## src/rtl/cpu_pkg.sv

```systemverilog
// Shared opcode values, sequencer step encoding, instruction classes and the
// control-word layout used by the control sequencer.
package cpu_pkg;

  localparam logic [4:0] OP_LD   = 5'd0;
  localparam logic [4:0] OP_LDI  = 5'd1;
  localparam logic [4:0] OP_ST   = 5'd2;
  localparam logic [4:0] OP_ADD  = 5'd3;
  localparam logic [4:0] OP_SUB  = 5'd4;
  localparam logic [4:0] OP_AND  = 5'd5;
  localparam logic [4:0] OP_OR   = 5'd6;
  localparam logic [4:0] OP_SHR  = 5'd7;
  localparam logic [4:0] OP_SHRA = 5'd8;
  localparam logic [4:0] OP_SHL  = 5'd9;
  localparam logic [4:0] OP_ROR  = 5'd10;
  localparam logic [4:0] OP_ROL  = 5'd11;
  localparam logic [4:0] OP_ADDI = 5'd12;
  localparam logic [4:0] OP_ANDI = 5'd13;
  localparam logic [4:0] OP_ORI  = 5'd14;
  localparam logic [4:0] OP_MUL  = 5'd15;
  localparam logic [4:0] OP_DIV  = 5'd16;
  localparam logic [4:0] OP_NEG  = 5'd17;
  localparam logic [4:0] OP_NOT  = 5'd18;
  localparam logic [4:0] OP_BR   = 5'd19;
  localparam logic [4:0] OP_JR   = 5'd20;
  localparam logic [4:0] OP_JAL  = 5'd21;
  localparam logic [4:0] OP_IN   = 5'd22;
  localparam logic [4:0] OP_OUT  = 5'd23;
  localparam logic [4:0] OP_MFHI = 5'd24;
  localparam logic [4:0] OP_MFLO = 5'd25;
  localparam logic [4:0] OP_NOP  = 5'd26;
  localparam logic [4:0] OP_HALT = 5'd27;

  typedef enum logic [3:0] {
    StIdle, StT0, StT1, StT2, StT3, StT4, StT5, StT6, StT7, StHalt
  } step_e;

  typedef enum logic [3:0] {
    CLS_ALU_R, CLS_ALU_I, CLS_MULDIV, CLS_UNARY, CLS_LDST, CLS_BR,
    CLS_JR, CLS_JAL, CLS_IO, CLS_MFX, CLS_NOP, CLS_HALT
  } cls_e;

  typedef struct packed {
    logic [4:0] alu_op;
    logic pc_out, pc_in, incpc, mar_in, mdr_in, mdr_out, read, write;
    logic ir_in, y_in, z_in, zlo_out, zhi_out, hi_in, lo_in, hi_out;
    logic lo_out, gra, grb, grc, r_in, r_out, ba_out, c_out;
    logic con_in, link_in, inport_out, outport_in;
  } ctrl_t;

endpackage

```

## src/rtl/cu_class_decode.sv

```systemverilog
// Combinational opcode-to-instruction-class decoder; unassigned opcodes
// fall into the no-operation class.
module cu_class_decode
  import cpu_pkg::*;
(
  input  logic [4:0] opcode_i,
  output logic [3:0] cls_o
);

  always_comb begin
    cls_o = CLS_NOP;
    case (opcode_i)
      OP_ADD, OP_SUB, OP_AND, OP_OR, OP_SHR,
      OP_SHRA, OP_SHL, OP_ROR, OP_ROL:    cls_o = CLS_ALU_R;
      OP_ADDI, OP_ANDI, OP_ORI:           cls_o = CLS_ALU_I;
      OP_MUL, OP_DIV:                     cls_o = CLS_MULDIV;
      OP_NEG, OP_NOT:                     cls_o = CLS_UNARY;
      OP_LD, OP_LDI, OP_ST:               cls_o = CLS_LDST;
      OP_BR:                              cls_o = CLS_BR;
      OP_JR:                              cls_o = CLS_JR;
      OP_JAL:                             cls_o = CLS_JAL;
      OP_IN, OP_OUT:                      cls_o = CLS_IO;
      OP_MFHI, OP_MFLO:                   cls_o = CLS_MFX;
      OP_HALT:                            cls_o = CLS_HALT;
      default:                            cls_o = CLS_NOP;
    endcase
  end

endmodule

```

## src/rtl/control_sequencer.sv

```systemverilog
// Multi-cycle control unit: fetch T0-T2, per-class execute T3-T7, then back to
// fetch. All strobes are a Moore decode of (step, opcode); br T6 also uses con_ff.
module control_sequencer
  import cpu_pkg::*;
(
  input  logic        clk_i,
  input  logic        clr_ni,
  input  logic [31:0] ir_i,
  input  logic        con_ff_i,
  output logic [4:0]  alu_op_o,
  output logic        pc_out_o, pc_in_o, incpc_o, mar_in_o, mdr_in_o, mdr_out_o,
  output logic        read_o, write_o, ir_in_o, y_in_o, z_in_o, zlo_out_o, zhi_out_o,
  output logic        hi_in_o, lo_in_o, hi_out_o, lo_out_o, gra_o, grb_o, grc_o,
  output logic        r_in_o, r_out_o, ba_out_o, c_out_o, con_in_o, link_in_o,
  output logic        inport_out_o, outport_in_o,
  output logic        run_o
);

  step_e       step_q, step_d;
  ctrl_t       c;
  logic        last;
  logic [3:0]  cls_raw;
  cls_e        cls;
  logic [4:0]  opcode;
  logic        unused_ir;

  assign opcode    = ir_i[31:27];
  assign unused_ir = ^ir_i[26:0];
  assign cls       = cls_e'(cls_raw);

  cu_class_decode u_class_decode (
    .opcode_i (opcode),
    .cls_o    (cls_raw)
  );

  always_ff @(posedge clk_i or negedge clr_ni) begin
    if (!clr_ni) step_q <= StIdle;
    else         step_q <= step_d;
  end

  always_comb begin
    c    = '0;
    last = 1'b0;
    case (step_q)
      StT0: begin
        c.pc_out = 1'b1; c.mar_in = 1'b1; c.incpc = 1'b1; c.z_in = 1'b1; c.alu_op = OP_ADD;
      end
      StT1: begin c.zlo_out = 1'b1; c.pc_in = 1'b1; c.read = 1'b1; c.mdr_in = 1'b1; end
      StT2: begin c.mdr_out = 1'b1; c.ir_in = 1'b1; end
      StT3, StT4, StT5, StT6, StT7: begin
        case (cls)
          CLS_ALU_R, CLS_ALU_I: case (step_q)
            StT3: begin c.grb = 1'b1; c.r_out = 1'b1; c.y_in = 1'b1; end
            StT4: begin
              c.z_in = 1'b1; c.alu_op = opcode;
              if (cls == CLS_ALU_I) c.c_out = 1'b1;
              else begin c.grc = 1'b1; c.r_out = 1'b1; end
            end
            StT5: begin c.zlo_out = 1'b1; c.gra = 1'b1; c.r_in = 1'b1; last = 1'b1; end
            default: ;
          endcase
          CLS_MULDIV: case (step_q)
            StT3: begin c.gra = 1'b1; c.r_out = 1'b1; c.y_in = 1'b1; end
            StT4: begin c.grb = 1'b1; c.r_out = 1'b1; c.z_in = 1'b1; c.alu_op = opcode; end
            StT5: begin c.zlo_out = 1'b1; c.lo_in = 1'b1; end
            StT6: begin c.zhi_out = 1'b1; c.hi_in = 1'b1; last = 1'b1; end
            default: ;
          endcase
          CLS_UNARY: case (step_q)
            StT3: begin c.grb = 1'b1; c.r_out = 1'b1; c.z_in = 1'b1; c.alu_op = opcode; end
            StT4: begin c.zlo_out = 1'b1; c.gra = 1'b1; c.r_in = 1'b1; last = 1'b1; end
            default: ;
          endcase
          CLS_LDST: case (step_q)
            StT3: begin c.grb = 1'b1; c.ba_out = 1'b1; c.y_in = 1'b1; end
            StT4: begin c.c_out = 1'b1; c.z_in = 1'b1; c.alu_op = OP_ADD; end
            StT5: begin
              c.zlo_out = 1'b1;
              if (opcode == OP_LDI) begin c.gra = 1'b1; c.r_in = 1'b1; last = 1'b1; end
              else c.mar_in = 1'b1;
            end
            StT6: begin
              c.mdr_in = 1'b1;
              if (opcode == OP_ST) begin c.gra = 1'b1; c.r_out = 1'b1; end
              else c.read = 1'b1;
            end
            StT7: begin
              last = 1'b1;
              if (opcode == OP_ST) c.write = 1'b1;
              else begin c.mdr_out = 1'b1; c.gra = 1'b1; c.r_in = 1'b1; end
            end
            default: ;
          endcase
          CLS_BR: case (step_q)
            StT3: begin c.gra = 1'b1; c.r_out = 1'b1; c.con_in = 1'b1; end
            StT4: begin c.pc_out = 1'b1; c.y_in = 1'b1; end
            StT5: begin c.c_out = 1'b1; c.z_in = 1'b1; c.alu_op = OP_ADD; end
            StT6: begin c.zlo_out = 1'b1; c.pc_in = con_ff_i; last = 1'b1; end
            default: ;
          endcase
          CLS_JR: begin c.gra = 1'b1; c.r_out = 1'b1; c.pc_in = 1'b1; last = 1'b1; end
          CLS_JAL: case (step_q)
            StT3: begin c.pc_out = 1'b1; c.link_in = 1'b1; end
            StT4: begin c.gra = 1'b1; c.r_out = 1'b1; c.pc_in = 1'b1; last = 1'b1; end
            default: ;
          endcase
          CLS_IO: begin
            c.gra = 1'b1; last = 1'b1;
            if (opcode == OP_IN) begin c.inport_out = 1'b1; c.r_in = 1'b1; end
            else begin c.r_out = 1'b1; c.outport_in = 1'b1; end
          end
          CLS_MFX: begin
            c.gra = 1'b1; c.r_in = 1'b1; last = 1'b1;
            if (opcode == OP_MFHI) c.hi_out = 1'b1;
            else c.lo_out = 1'b1;
          end
          default: last = 1'b1;
        endcase
      end
      default: ;
    endcase

    step_d = step_q;
    case (step_q)
      StIdle: step_d = StT0;
      StHalt: step_d = StHalt;
      // T7 is the deepest step of any class, so it always closes the instruction
      StT7:   step_d = StT0;
      default: begin
        if (step_q == StT3 && cls == CLS_HALT) step_d = StHalt;
        else if (last)                         step_d = StT0;
        else                                   step_d = step_e'(step_q + 4'd1);
      end
    endcase
  end

  assign run_o        = (step_q != StIdle) && (step_q != StHalt);
  assign alu_op_o     = c.alu_op;
  assign pc_out_o     = c.pc_out;
  assign pc_in_o      = c.pc_in;
  assign incpc_o      = c.incpc;
  assign mar_in_o     = c.mar_in;
  assign mdr_in_o     = c.mdr_in;
  assign mdr_out_o    = c.mdr_out;
  assign read_o       = c.read;
  assign write_o      = c.write;
  assign ir_in_o      = c.ir_in;
  assign y_in_o       = c.y_in;
  assign z_in_o       = c.z_in;
  assign zlo_out_o    = c.zlo_out;
  assign zhi_out_o    = c.zhi_out;
  assign hi_in_o      = c.hi_in;
  assign lo_in_o      = c.lo_in;
  assign hi_out_o     = c.hi_out;
  assign lo_out_o     = c.lo_out;
  assign gra_o        = c.gra;
  assign grb_o        = c.grb;
  assign grc_o        = c.grc;
  assign r_in_o       = c.r_in;
  assign r_out_o      = c.r_out;
  assign ba_out_o     = c.ba_out;
  assign c_out_o      = c.c_out;
  assign con_in_o     = c.con_in;
  assign link_in_o    = c.link_in;
  assign inport_out_o = c.inport_out;
  assign outport_in_o = c.outport_in;

endmodule

```

## config.mk

```make
export PLATFORM = sky130hd
export DESIGN_NAME = control_sequencer
export DESIGN_NICKNAME = d
export VERILOG_FILES = /design/src/rtl/cpu_pkg.sv /design/src/rtl/cu_class_decode.sv /design/src/rtl/control_sequencer.sv
export SDC_FILE = /design/constraint.sdc
export NUM_CORES = 1
export LEC_CHECK = 0
export CORE_ASPECT_RATIO = 2
export CORE_MARGIN = 2
export CORE_UTILIZATION = 42
export DETAILED_ROUTE_END_ITERATION = 12
export GPL_TIMING_DRIVEN = 0
export PLACE_DENSITY = 0.84
export RECOVER_POWER = 100
export SYNTH_ARGS = -nofsm -noshare
export SYNTH_HDL_FRONTEND = slang
export SYNTH_HIERARCHICAL = 1
export SYNTH_SLANG_ARGS = --single-unit
```

## constraint.sdc

```tcl
create_clock -name clk_i -period 4.4 [get_ports clk_i]
set_clock_uncertainty 0.1 [all_clocks]
set_input_delay 0.44 -clock clk_i [delete_from_list [all_inputs] [get_ports clk_i]]
set_output_delay 0.44 -clock clk_i [all_outputs]
set_load 0.03 [all_outputs]
```

* Word level (Yosys, flattened, before mapping)
Memories as Yosys holds them, arrays and structs flattened.
Cells that the tools add are included.
** Word-level totals
- Bits in registers :: 4
- Bits in latches :: 0
- Bits in writable memories :: 0
- Memory bits (read-only) :: 128
- Input bits :: 35
- Output and inout port bits :: 34
- Logic and storage cells :: 111
- Memories :: 1
** Memory list
- (no name shown) :: depth 32, width 4, read ports 1, clocked after memory_dff 0, write ports 0, line cu_class_decode.sv:12 : case (opcode_i)
** Cells by class
- Add/sub/neg operators :: 1
- Multipliers :: 0
- Div/mod/pow operators :: 0
- Order comparisons :: 0
- Eq/ne operators :: 24
- Shifts and indexed selects :: 0
- Multiplexer cells :: 68
- Bitwise operators :: 0
- Reduce and logical (&&, ||, !) cells :: 16
** Operators by type and width (count)
- 4-bit by 3-bit == test with 1-bit output, second input constant :: 8
- 1-bit 2-to-1 mux :: 32
- 1-bit case mux with 2 select lines :: 13
- 4-bit == test, second input constant :: 5
- 5-bit case mux with 4 select lines :: 1
- 4-bit by 2-bit == test with 1-bit output, second input constant :: 4
- 16-bit 2-to-1 mux :: 1
- 5-bit 2-to-1 mux :: 3
- 6-bit case mux with 2 select lines :: 1
- 2-bit OR reduction :: 6
- 5-bit == test, second input constant :: 2
- 2-bit 2-to-1 mux :: 5
- 1-bit case mux with 5 select lines :: 2
- 1-bit case mux with 3 select lines :: 3
- 4-bit by 1-bit == test with 1-bit output, second input constant :: 2
- 4-bit logical NOT :: 2
- 4-bit 2-to-1 mux :: 2
- 4-bit case mux with 2 select lines :: 1
- 4-bit OR reduction :: 2
- 1-bit case mux with 7 select lines :: 1
- 2-bit case mux with 3 select lines :: 1
- 3-bit OR reduction :: 2
- 5-bit by 1-bit == test with 1-bit output, second input constant :: 1
- 5-bit by 2-bit == test with 1-bit output, second input constant :: 1
- other kinds (7) :: 8

* Depth between registers and ports, before layout
Gate-level depths: netlist (run 1).
- Depth after elaboration :: 8
- Depth in mapped cells :: 8
- Depth with buffers taken out :: 7

* Hierarchy
Netlist (run 1), hierarchy kept.
** Modules (own cells, without submodules)
- control_sequencer :: instances 1, cells an instance 160, area an instance 1057.3 sq um, sequential area each 100.1 sq um
- cu_class_decode :: instances 1, cells an instance 20, area an instance 130.1 sq um, sequential area each 0.0 sq um

* Worst setup path before layout (run 1)
No wires, ideal clock.
- Path type :: input to output
- Start point :: input ir_i[31]
- End point :: output r_in_o
- Arrival :: 3.091 ns
- Required time :: 3.860 ns
- Setup slack :: 0.769 ns
- Stages on the path :: 6
- Path buffers :: 0
- Path through :: nor2b_1 -> o41ai_1 -> or4b_4 -> or4_4 -> and3_4 -> a311oi_2
** Between the ends
- Cells in the longest elaborated chain, start to end :: 5
- Elaborated cells on any way between the ends :: 17
- Those cells by class :: eq/ne (8); mux (6); reduce/logical (2); memory (1)
** RTL lines
- from (decl) :: line control_sequencer.sv:8 : input logic [31:0] ir_i,
- memory 32 x 4 bit *
- net cls[2] :: line control_sequencer.sv:23 : cls_e cls;
- 4-bit by 1-bit == test with 1-bit output or 4-bit logical NOT (tied branches) :: line control_sequencer.sv:51 : case (cls)
- 2-bit OR reduction :: line control_sequencer.sv:51
- 1-bit case mux with 5 select lines * :: line control_sequencer.sv:51
- 16-bit 2-to-1 mux * :: line control_sequencer.sv:44 : case (step_q)
- to (decl) :: line control_sequencer.sv:14 : output logic r_in_o, r_out_o, ba_out_o, c_out_o, con_in_o, link_in_o,
The timed path passes the listed nets; every way through them passes the cells marked *.

* Worst setup path in the final report (run 1)
- Start point :: input ir_i[29]
- End point :: output gra_o
** Between the ends
- Cells in the longest elaborated chain, start to end :: 5
- Elaborated cells on any way between the ends :: 23
- Those cells by class :: eq/ne (11); mux (6); reduce/logical (5); memory (1)
** RTL lines
- memory 32 x 4 bit *
- net cls[0] :: line control_sequencer.sv:23
- 4-bit == test (tied with other cells) :: line control_sequencer.sv:51
- 3-bit OR reduction (no line) (tied with other cells)
- 1-bit case mux with 5 select lines * :: line control_sequencer.sv:51
- 16-bit 2-to-1 mux * :: line control_sequencer.sv:44
- to (decl) :: line control_sequencer.sv:13 : output logic hi_in_o, lo_in_o, hi_out_o, lo_out_o, gra_o, grb_o, grc_o,
Marked as above.

==> metrics.yaml, run 1 <==
status:
  status: "finished clean"
sta:
  setup_violations: 0
  maxSlewViolCount: 0
  min_period_ns: 4.29
  final_hold_viol_count: 0
  fmax_ghz: 0.233
  setup_tns_ns: 0
  tightest_slew_ns: 0.604
  rsz0062_at_grt: "no"
  holdWs_ns: 0.396
  relSlewSlack_pct: 59.2
  finalCritPeriodShare_pct: 97.5
placement:
  gp_congestion: 0.957
  hpwl_mm: 3.10
  io_buffers: 41
die:
  die_w_um: 41.6
  ioPinCount: 69
  num_rows: 27
  die_y_um: 79.2
  core_um2: 2740
  fp.dieArea_um2: 3290
  initial_utilization_pct: 43.4
pwr:
  power.leakage_nw: 0.767
  ir_drop_mv: 0.348
  p_per_area_nw_per_um2: 440
clock_tree:
  root_buffer: "clkbuf_8"
  ctsHoldBuffers: 0
  cts_tree: "yes"
  max-clock-path-buffers: 2
  cts_setup_buffers: 0
  htree_levels: 1
  worst_skew_pair.late_latency_ns: 0.22
  numCtsBuffers: 3
  clock-sinks: 4
  cts.clk_slew.worst_paths_ns: 0.03
logic_synthesis:
  synth_top_family_by_area: "simple AND/OR/NAND/NOR gates"
  synth-edff-count: 0
  synth-simple-area-share_pct: 48.8
  synth_compound_area_share_pct: 29.7
  synth_xor_area_share_pct: 1.48
  synth_cell_types: 54
  syn_area_per_cell_um2: 6.60
  synthCells: 180
  synthArstFlopShare_pct: 100
  synthFlopType: "dfrtp_1"
  syn_area_um2: 1190
  ys_warn_count: 6
  seq_area_frac_synth_pct: 8.43
  synthAdderAreaFrac_pct: 4.21
  ys_ff_latch: 4
  syn_nets: 219
  muxShareOfSynthArea_pct: 1.69
critical_path:
  endpoint: "gra_o"
  ff2ff_setup_slack_ns: 2.23
  critPathMaxFanout: 13
  r2r-start: "step_q[0]"
  reg2reg_to: "step_q[2]"
  worstPathArrival_ns: 3.75
  worstSetupEndpointType: "output pin"
  required_ns: 3.86
  critPathKind: "primary input to output pin"
  critPathLaunch: "ir_i[29]"
  setup.worst_path.start_class: "primary input"
  reg2reg_depth: 6
global_routing:
  overflow: 0
  grt_pass1_vias: 1501
  grt_max_degree: 14
  antenna_found_initial: 0
  grt_usage_pct: 24.7
  grt_first_pass_wirelength_mm: 6.67
run:
  cap_violations: 0
cells_and_area:
  most-common-layout-cells: "dlygate4sd3_1, nor2_1, nand2_1"
  fin_nets: 265
  synthToLayoutAreaGrowth_pct: 42.3
  max_flop_register: "step_q"
  antenna_cells: 0
  largest_reg_flops: 4
  final_layout_size_suffix_gt1_share_pct: 5.36
  reg_top3: "step_q (4)"
  final_common_cell: "dlygate4sd3_1"
detailed_routing:
  first_iter_violations: 68
  vias_per_cell: 6.21
  firstDrtPassIters: 4
  vias: 1570
  wirelength_mm: 3.95
  wl_per_cell_um: 15.6
  ant_nets: 0
  drc_errors: 0
worst_hold_path:
  hold_path_class: "primary input to async pin"
layout make-up:
class,instances,area (um^2)
Multi-Input combinational cell,159,1040
Timing Repair Buffer,41,405
Sequential cell,4,100
Fill cell,264,1050
Tap cell,29,36.3
Buffer,9,37.5
Clock buffer,3,41.3
Inverter,8,30.0
metal layers:
metal | wire [um] | up-vias | part of all wire (%) | global-route usage, %
met5 | 0 | - | 0 | 0
met3 | 158 | 22 | 4.0 | 0.682
met1 | 1510 | 715 | 38 | 28.8
met4 | 181 | 0 | 4.6 | 12.9
met2 | 2100 | 75 | 53 | 44.4
li1 | - | 758 | - | -
cells by family after synthesis:
logic type	Yosys count
AOI/OAI and AO/OA	52
xor gates and xnor gates	2
adders and majority gates	4
buffers and inverters	17
DFF	4
muxes	2
and+or+nand+nor	99
critical path, cell delays in order:
cell and delay [ns]:
clkdlybuf4s50_1 0.60, nor2b_1 0.27, and3_1 0.21, a211o_1 0.31
or4b_4 0.56, or4_4 0.58, and3_4 0.21, a31oi_1 0.13
dlygate4sd2_1 0.42
through the flow:
step           cell area (um^2)  total power (W)  setup WS (ns)  cells  utilization [%]
2_1_floorplan              1190         0.000488          0.769    180                -
3_3_place_gp               1630         0.000670         -0.594    250             59.7
3_5_place_dp               1630         0.000676         -0.583    250             59.7
4_1_cts                    1690         0.000757         0.0181    253             61.8
5_1_grt                    1690         0.000808        0.00523    253             61.7
6_report                   1690         0.000744          0.109    253             61.7
where the power goes:
part	switching [W]	internal [W]
clock network	0.0000185	0.0000583
registers	0.0000264	0.0000582
logic	0.000362	0.000221
total	0.000406	0.000337
worst min path at each step:
stage | startpoint | endpoint | slack [ns]
after CTS | clr_ni | step_q[1] | 0.33
after floorplan | clr_ni | step_q[0] | 0.04
after global placement | clr_ni | step_q[1] | 0.55
after global routing | clr_ni | step_q[0] | 0.42
final | clr_ni | step_q[1] | 0.40
after detailed placement | clr_ni | step_q[2] | 0.55
cells in the mapped netlist (all sizes together), types with 3 or more instances:
master	number	share of area, %
nor2	20	6.3
nand2	15	5.0
a21oi	13	5.5
nand2b	11	5.8
o21ai	10	4.2
inv	8	2.5
clkbuf	7	2.2
nand3b	7	4.4
and3	6	3.6
nor2b	6	3.2
a31oi	5	2.6
nand4	5	2.6
and2	4	2.1
dfrtp	4	8.4
ha	4	4.2
nand3	4	1.7
or2	4	2.1
a211o	3	2.2
and3b	3	2.2
what timing repair did:
item | CTS | global route
hold endpoints to repair | 0 | 0
resized for setup | 4 | 8
endpoints found under the setup margin | 7 | 4
pin swaps | 0 | 0
Power figures use the tool's default switching activity.
==> inputs of run 2 (changes only) <==
Settings changed: PLACE_DENSITY 0.84 to unset, PLACE_DENSITY_LB_ADDON set to 0.12.
==> run 2 against run 1 <==
Combinational power about the same. First-iteration DRC count down 24%. Register-to-register slack got worse by 0.02 ns. Flip-flop and latch count unchanged. Final cell count stayed put. Count of clock-buffer cells in the layout is the same. Hold slack better by 0.0062 ns. Critical path type unchanged. Largest cell class unchanged.
==> metrics.yaml, run 2 (synthesis results as in run 1) <==
status:
  status: "finished clean"
sta:
  tightest_slew_ns: 0.499
  finalCritPeriodShare_pct: 97.2
  maxSlewViolCount: 0
  rsz0062_at_grt: "no"
  setup_tns_ns: 0
  relSlewSlack_pct: 66.6
  setup_violations: 0
  min_period_ns: 4.28
  fmax_ghz: 0.234
  final_hold_viol_count: 0
critical_path:
  worstPathArrival_ns: 3.74
  required_ns: 3.86
  cp_slowest_cell: "clkdlybuf4s50_1"
  critPathTopFamily: "simple AND/OR/NAND/NOR gates"
  max_stage_delay_ns: 0.64
  crit_chain: "clkdlybuf4s50_1, nand2_1, a2111o_1, o41ai_4, or4b_4, or4_4, and3_4, a31oi_1, dlygate4sd2_1"
  setup.worst_path.start_class: "primary input"
  path_buf_inv: 2
  worstSetupEndpointType: "output pin"
  critPathKind: "primary input to output pin"
  critPathMaxFanout: 9
global_routing:
  antenna_found_initial: 0
  grt_usage_pct: 27.2
  use_met1_pct: 25.6
  globalRouteMet2Util_pct: 49.7
  overflow: 0
  grt_max_degree: 14
  grt_first_pass_wirelength_mm: 7.09
  grt_pass1_vias: 1558
  grt.busiest_layer: "met2"
  use_met3_pct: 4.09
detailed_routing:
  wirelength_mm: 4.33
  wl_per_cell_um: 17.1
  vias_per_cell: 6.36
  first_iter_violations: 52
  firstDrtPassIters: 4
  drc_errors: 0
  ant_nets: 0
  vias: 1609
clock_tree:
  cts_tree: "yes"
  ctsHoldBuffers: 0
  htree_levels: 1
  cts_resized: 6
  cts.clk_slew.worst_paths_ns: 0.03
  worst_skew_pair.late_latency_ns: 0.22
  root_buffer: "clkbuf_8"
  cts_setup_buffers: 0
  clock-sinks: 4
  numCtsBuffers: 3
  max-clock-path-buffers: 2
die:
  ioPinCount: 69
  initial_utilization_pct: 43.4
  fp.dieArea_um2: 3290
  die_y_um: 79.2
  core_um2: 2740
  die_w_um: 41.6
  num_rows: 27
cells_and_area:
  fin_cells: 253
  final_common_cell: "dlygate4sd3_1"
  antenna_cells: 0
  reg_top3: "step_q (4)"
  fin_nets: 265
  synthToLayoutAreaGrowth_pct: 42.1
  final_layout_size_suffix_gt1_share_pct: 5.36
  largest_reg_flops: 4
  max_flop_register: "step_q"
  most-common-layout-cells: "dlygate4sd3_1, nor2_1, nand2_1"
placement:
  hpwl_mm: 3.46
  placedCellCount: 250
  io_buffers: 41
  gp_congestion: 0.989
run:
  cap_violations: 0
worst_hold_path:
  hold_path_class: "primary input to async pin"
pwr:
  ir_drop_mv: 0.431
  power.leakage_nw: 0.772
  p_per_area_nw_per_um2: 443
-- run 2: area by class of cell --
| type | count | area, um^2 |
|---|---|---|
| Buffer | 9 | 37.5 |
| Timing Repair Buffer | 41 | 400 |
| Tap cell | 29 | 36.3 |
| Clock buffer | 3 | 41.3 |
| Inverter | 8 | 30.0 |
| Multi-Input combinational cell | 159 | 1040 |
| Fill cell | 275 | 1050 |
| Sequential cell | 4 | 100 |
-- run 2: path summary, 6_finish.rpt --
path                            from  slack [ns]        end  cells after the start
max                         ir_i[27]        0.12      gra_o                      9
min                           clr_ni        0.40  step_q[1]                      1
max reg2reg                step_q[0]        2.21  step_q[0]                      6
min reg2reg                step_q[0]        0.62  step_q[0]                      2
max in group asynchronous     clr_ni        3.61  step_q[3]                      1
min in group clk_i         step_q[0]        0.62  step_q[0]                      2
-- run 2: per-stage QoR --
stage | utilization, % | area, um^2 | hold WS [ns] | total power (W) | setup slack [ns]
final | 61.7 | 1690 | 0.402 | 0.000747 | 0.123
after global routing | 61.7 | 1690 | 0.429 | 0.000802 | 0.0498
after CTS | 61.7 | 1690 | 0.327 | 0.000764 | 0.00561
after detailed placement | 59.7 | 1630 | 0.564 | 0.000680 | -0.678
after global placement | 59.7 | 1630 | 0.562 | 0.000669 | -0.577
after floorplan | - | 1190 | 0.0444 | 0.000488 | 0.769
-- run 2: metal layers --
metal  vias up  wire length (um)  share of wire (%)
met5         -                 0                  0
met4         0               284                6.6
met3        27               237                5.5
met2        74              2320                 54
met1       749              1490                 34
li1        759                 -                  -
-- run 2: report_power, final --
| part | internal [W] | total (W) | switching [W] |
|---|---|---|---|
| Combinational | 0.000216 | 0.000582 | 0.000366 |
| Sequential | 0.0000581 | 0.0000865 | 0.0000284 |
| Clock | 0.0000584 | 0.0000785 | 0.0000201 |
==> inputs of run 3 (changes only) <==
--- a/config.mk
+++ b/config.mk
@@ -12,2 +12,4 @@
 export GPL_TIMING_DRIVEN = 0
+export HOLD_SLACK_MARGIN = 0.03
+export MAX_ROUTING_LAYER = met4
 export PLACE_DENSITY_LB_ADDON = 0.12
--- a/constraint.sdc
+++ b/constraint.sdc
@@ -4,2 +4,2 @@
 set_output_delay 0.44 -clock clk_i [all_outputs]
-set_load 0.03 [all_outputs]
+set_load 0.01 [all_outputs]
==> run 3 against run 2 <==
Fmax about the same. Final cell count stayed put. Design area shrank 0.67%. First-iteration DRC count up 29%. Die area unchanged. Largest cell class unchanged. Count of clock-buffer cells in the layout is the same. Clock power fell by 4.8%.
==> metrics.yaml, run 3 (synthesis results as in run 1) <==
status:
  status: "finished clean"
detailed_routing:
  ant_nets: 0
  drc_errors: 0
  wirelength_mm: 4.40
  vias_per_cell: 6.26
  first_iter_violations: 67
  wl_per_cell_um: 17.4
  vias: 1583
  firstDrtPassIters: 4
clock_tree:
  htree_levels: 1
  cts_tree: "yes"
  cts.clk_slew.worst_paths_ns: 0.03
  ctsHoldBuffers: 0
  clock-sinks: 4
  numCtsBuffers: 3
  max-clock-path-buffers: 2
  worst_skew_pair.late_latency_ns: 0.21
  root_buffer: "clkbuf_8"
sta:
  holdWs_ns: 0.397
  tightest_slew_ns: 0.671
  final_hold_viol_count: 0
  fmax_ghz: 0.234
  timing.final.ws_setup_ns: 0.124
  maxSlewViolCount: 0
  setup_violations: 0
  relSlewSlack_pct: 54.7
  rsz0062_at_grt: "no"
  finalCritPeriodShare_pct: 97.2
  min_period_ns: 4.28
critical_path:
  r2r-start: "step_q[0]"
  critPathTopFamily: "simple AND/OR/NAND/NOR gates"
  worstSetupEndpointType: "output pin"
  max_stage_delay_ns: 0.58
  critPathLaunch: "ir_i[29]"
  required_ns: 3.86
  worst-path-stages: 9
  path_buf_inv: 2
  worstPathArrival_ns: 3.74
  reg2reg_depth: 6
  crit_chain: "dlygate4sd2_1, nor2b_1, and3_1, a211o_1, or4b_4, or4_4, and3_4, a311oi_2, clkdlybuf4s50_1"
  critPathKind: "primary input to output pin"
  reg2reg_to: "step_q[0]"
  ff2ff_setup_slack_ns: 2.13
  setup.worst_path.start_class: "primary input"
  endpoint: "r_in_o"
  critPathMaxFanout: 13
  cp_slowest_cell: "or4_4"
pwr:
  power.leakage_nw: 0.768
  p_per_area_nw_per_um2: 409
  pwr-share-seq_pct: 13.7
  p_comb_share_pct: 75.4
  clockPowerShare_pct: 10.9
  switching_power_w: 0.000354
  swShare_pct: 51.6
  power_w: 0.000685
  ir_drop_mv: 0.301
  intPower_w: 0.000331
global_routing:
  grt_usage_pct: 29.0
  grt_first_pass_wirelength_mm: 7.48
  grt_max_degree: 14
  antenna_found_initial: 0
  overflow: 0
  grt_pass1_vias: 1618
placement:
  hpwl_mm: 3.57
  place_ws_ns: -0.576
  placed_area_um2: 1630
  io_buffers: 41
  gp_congestion: 0.963
cells_and_area:
  most-common-layout-cells: "dlygate4sd3_1, nor2_1, nand2_1"
  finalInstanceArea_um2: 1680
  final_util_pct: 61.3
  largest_reg_flops: 4
  reg_top3: "step_q (4)"
  fin_nets: 265
  final_common_cell: "dlygate4sd3_1"
  antenna_cells: 0
  final_layout_size_suffix_gt1_share_pct: 6.25
  synthToLayoutAreaGrowth_pct: 41.2
  max_flop_register: "step_q"
die:
  core_um2: 2740
  num_rows: 27
  fp.dieArea_um2: 3290
  die_y_um: 79.2
  ioPinCount: 69
  die_w_um: 41.6
  initial_utilization_pct: 43.4
run:
  cap_violations: 0
worst_hold_path:
  hold_path_class: "primary input to async pin"
run 3: cell types whose count changed in the layout (fill, tap and decap cells not counted), moves of 2 or more:
| cell | previous run | this run |
|---|---|---|
| clkbuf_2 | 1 | 3 |
| clkdlybuf4s50_1 | 6 | 3 |
| dlygate4sd3_1 | 28 | 33 |
| dlymetal6s2s_1 | 2 | 0 |
run 3: area by class of cell:
cell class	instances	area [um^2]
sequential	4	100
buffer	9	37.5
multi-input combinational	159	1040
tap	29	36.3
inverter	8	30.0
timing repair buffer	41	393
clock buffer	3	41.3
fill	263	1060
run 3: what timing repair did:
item,in CTS,in global routing
resized for setup,7,6
endpoints found under the hold margin,0,0
setup buffers,0,0
setup endpoints to repair,6,1
run 3: worst register-to-register path, cell delays in order, from the launching register on:
cell and delay (ns):
dfrtp_1 0.45, inv_1 0.16, ha_1 0.27, nand3b_1 0.26, or4_4 0.60, nand4_1 0.12, a2bb2oi_1 0.22
run 3: worst min path at each step:
stage	from	endpoint	cells after the start
final	clr_ni	step_q[3]	1
after global routing	clr_ni	step_q[3]	1
after CTS	clr_ni	step_q[3]	1
after detailed placement	clr_ni	step_q[1]	1
after global placement	clr_ni	step_q[3]	1
after floorplan	clr_ni	step_q[0]	0
run 3: through the flow:
| stage | std cells | TNS, ns |
|---|---|---|
| after detailed placement | 250 | -1.49 |
| after global placement | 250 | -0.897 |
| after global routing | 253 | 0 |
| after floorplan | 180 | 0 |
| after CTS | 253 | 0 |
| final | 253 | 0 |
run 3: metal layers:
layer / wire (um) / global-route usage, % / up-vias
met3: 154 / 3.41 / 20
met1: 1500 / 27.2 / 739
li1: - / - / 761
met2: 2480 / 53.3 / 63
met5: 0 / - / -
met4: 262 / 19.7 / 0
run 3: power by group through the flow:
stage               combinational (W)  sequential (W)  clock (W)
floorplan                    0.000337       0.0000776          0
global placement             0.000523       0.0000901          0
detailed placement           0.000535       0.0000924          0
CTS                          0.000538       0.0000920  0.0000769
global route                 0.000578       0.0000937  0.0000770
finish                       0.000517       0.0000935  0.0000747
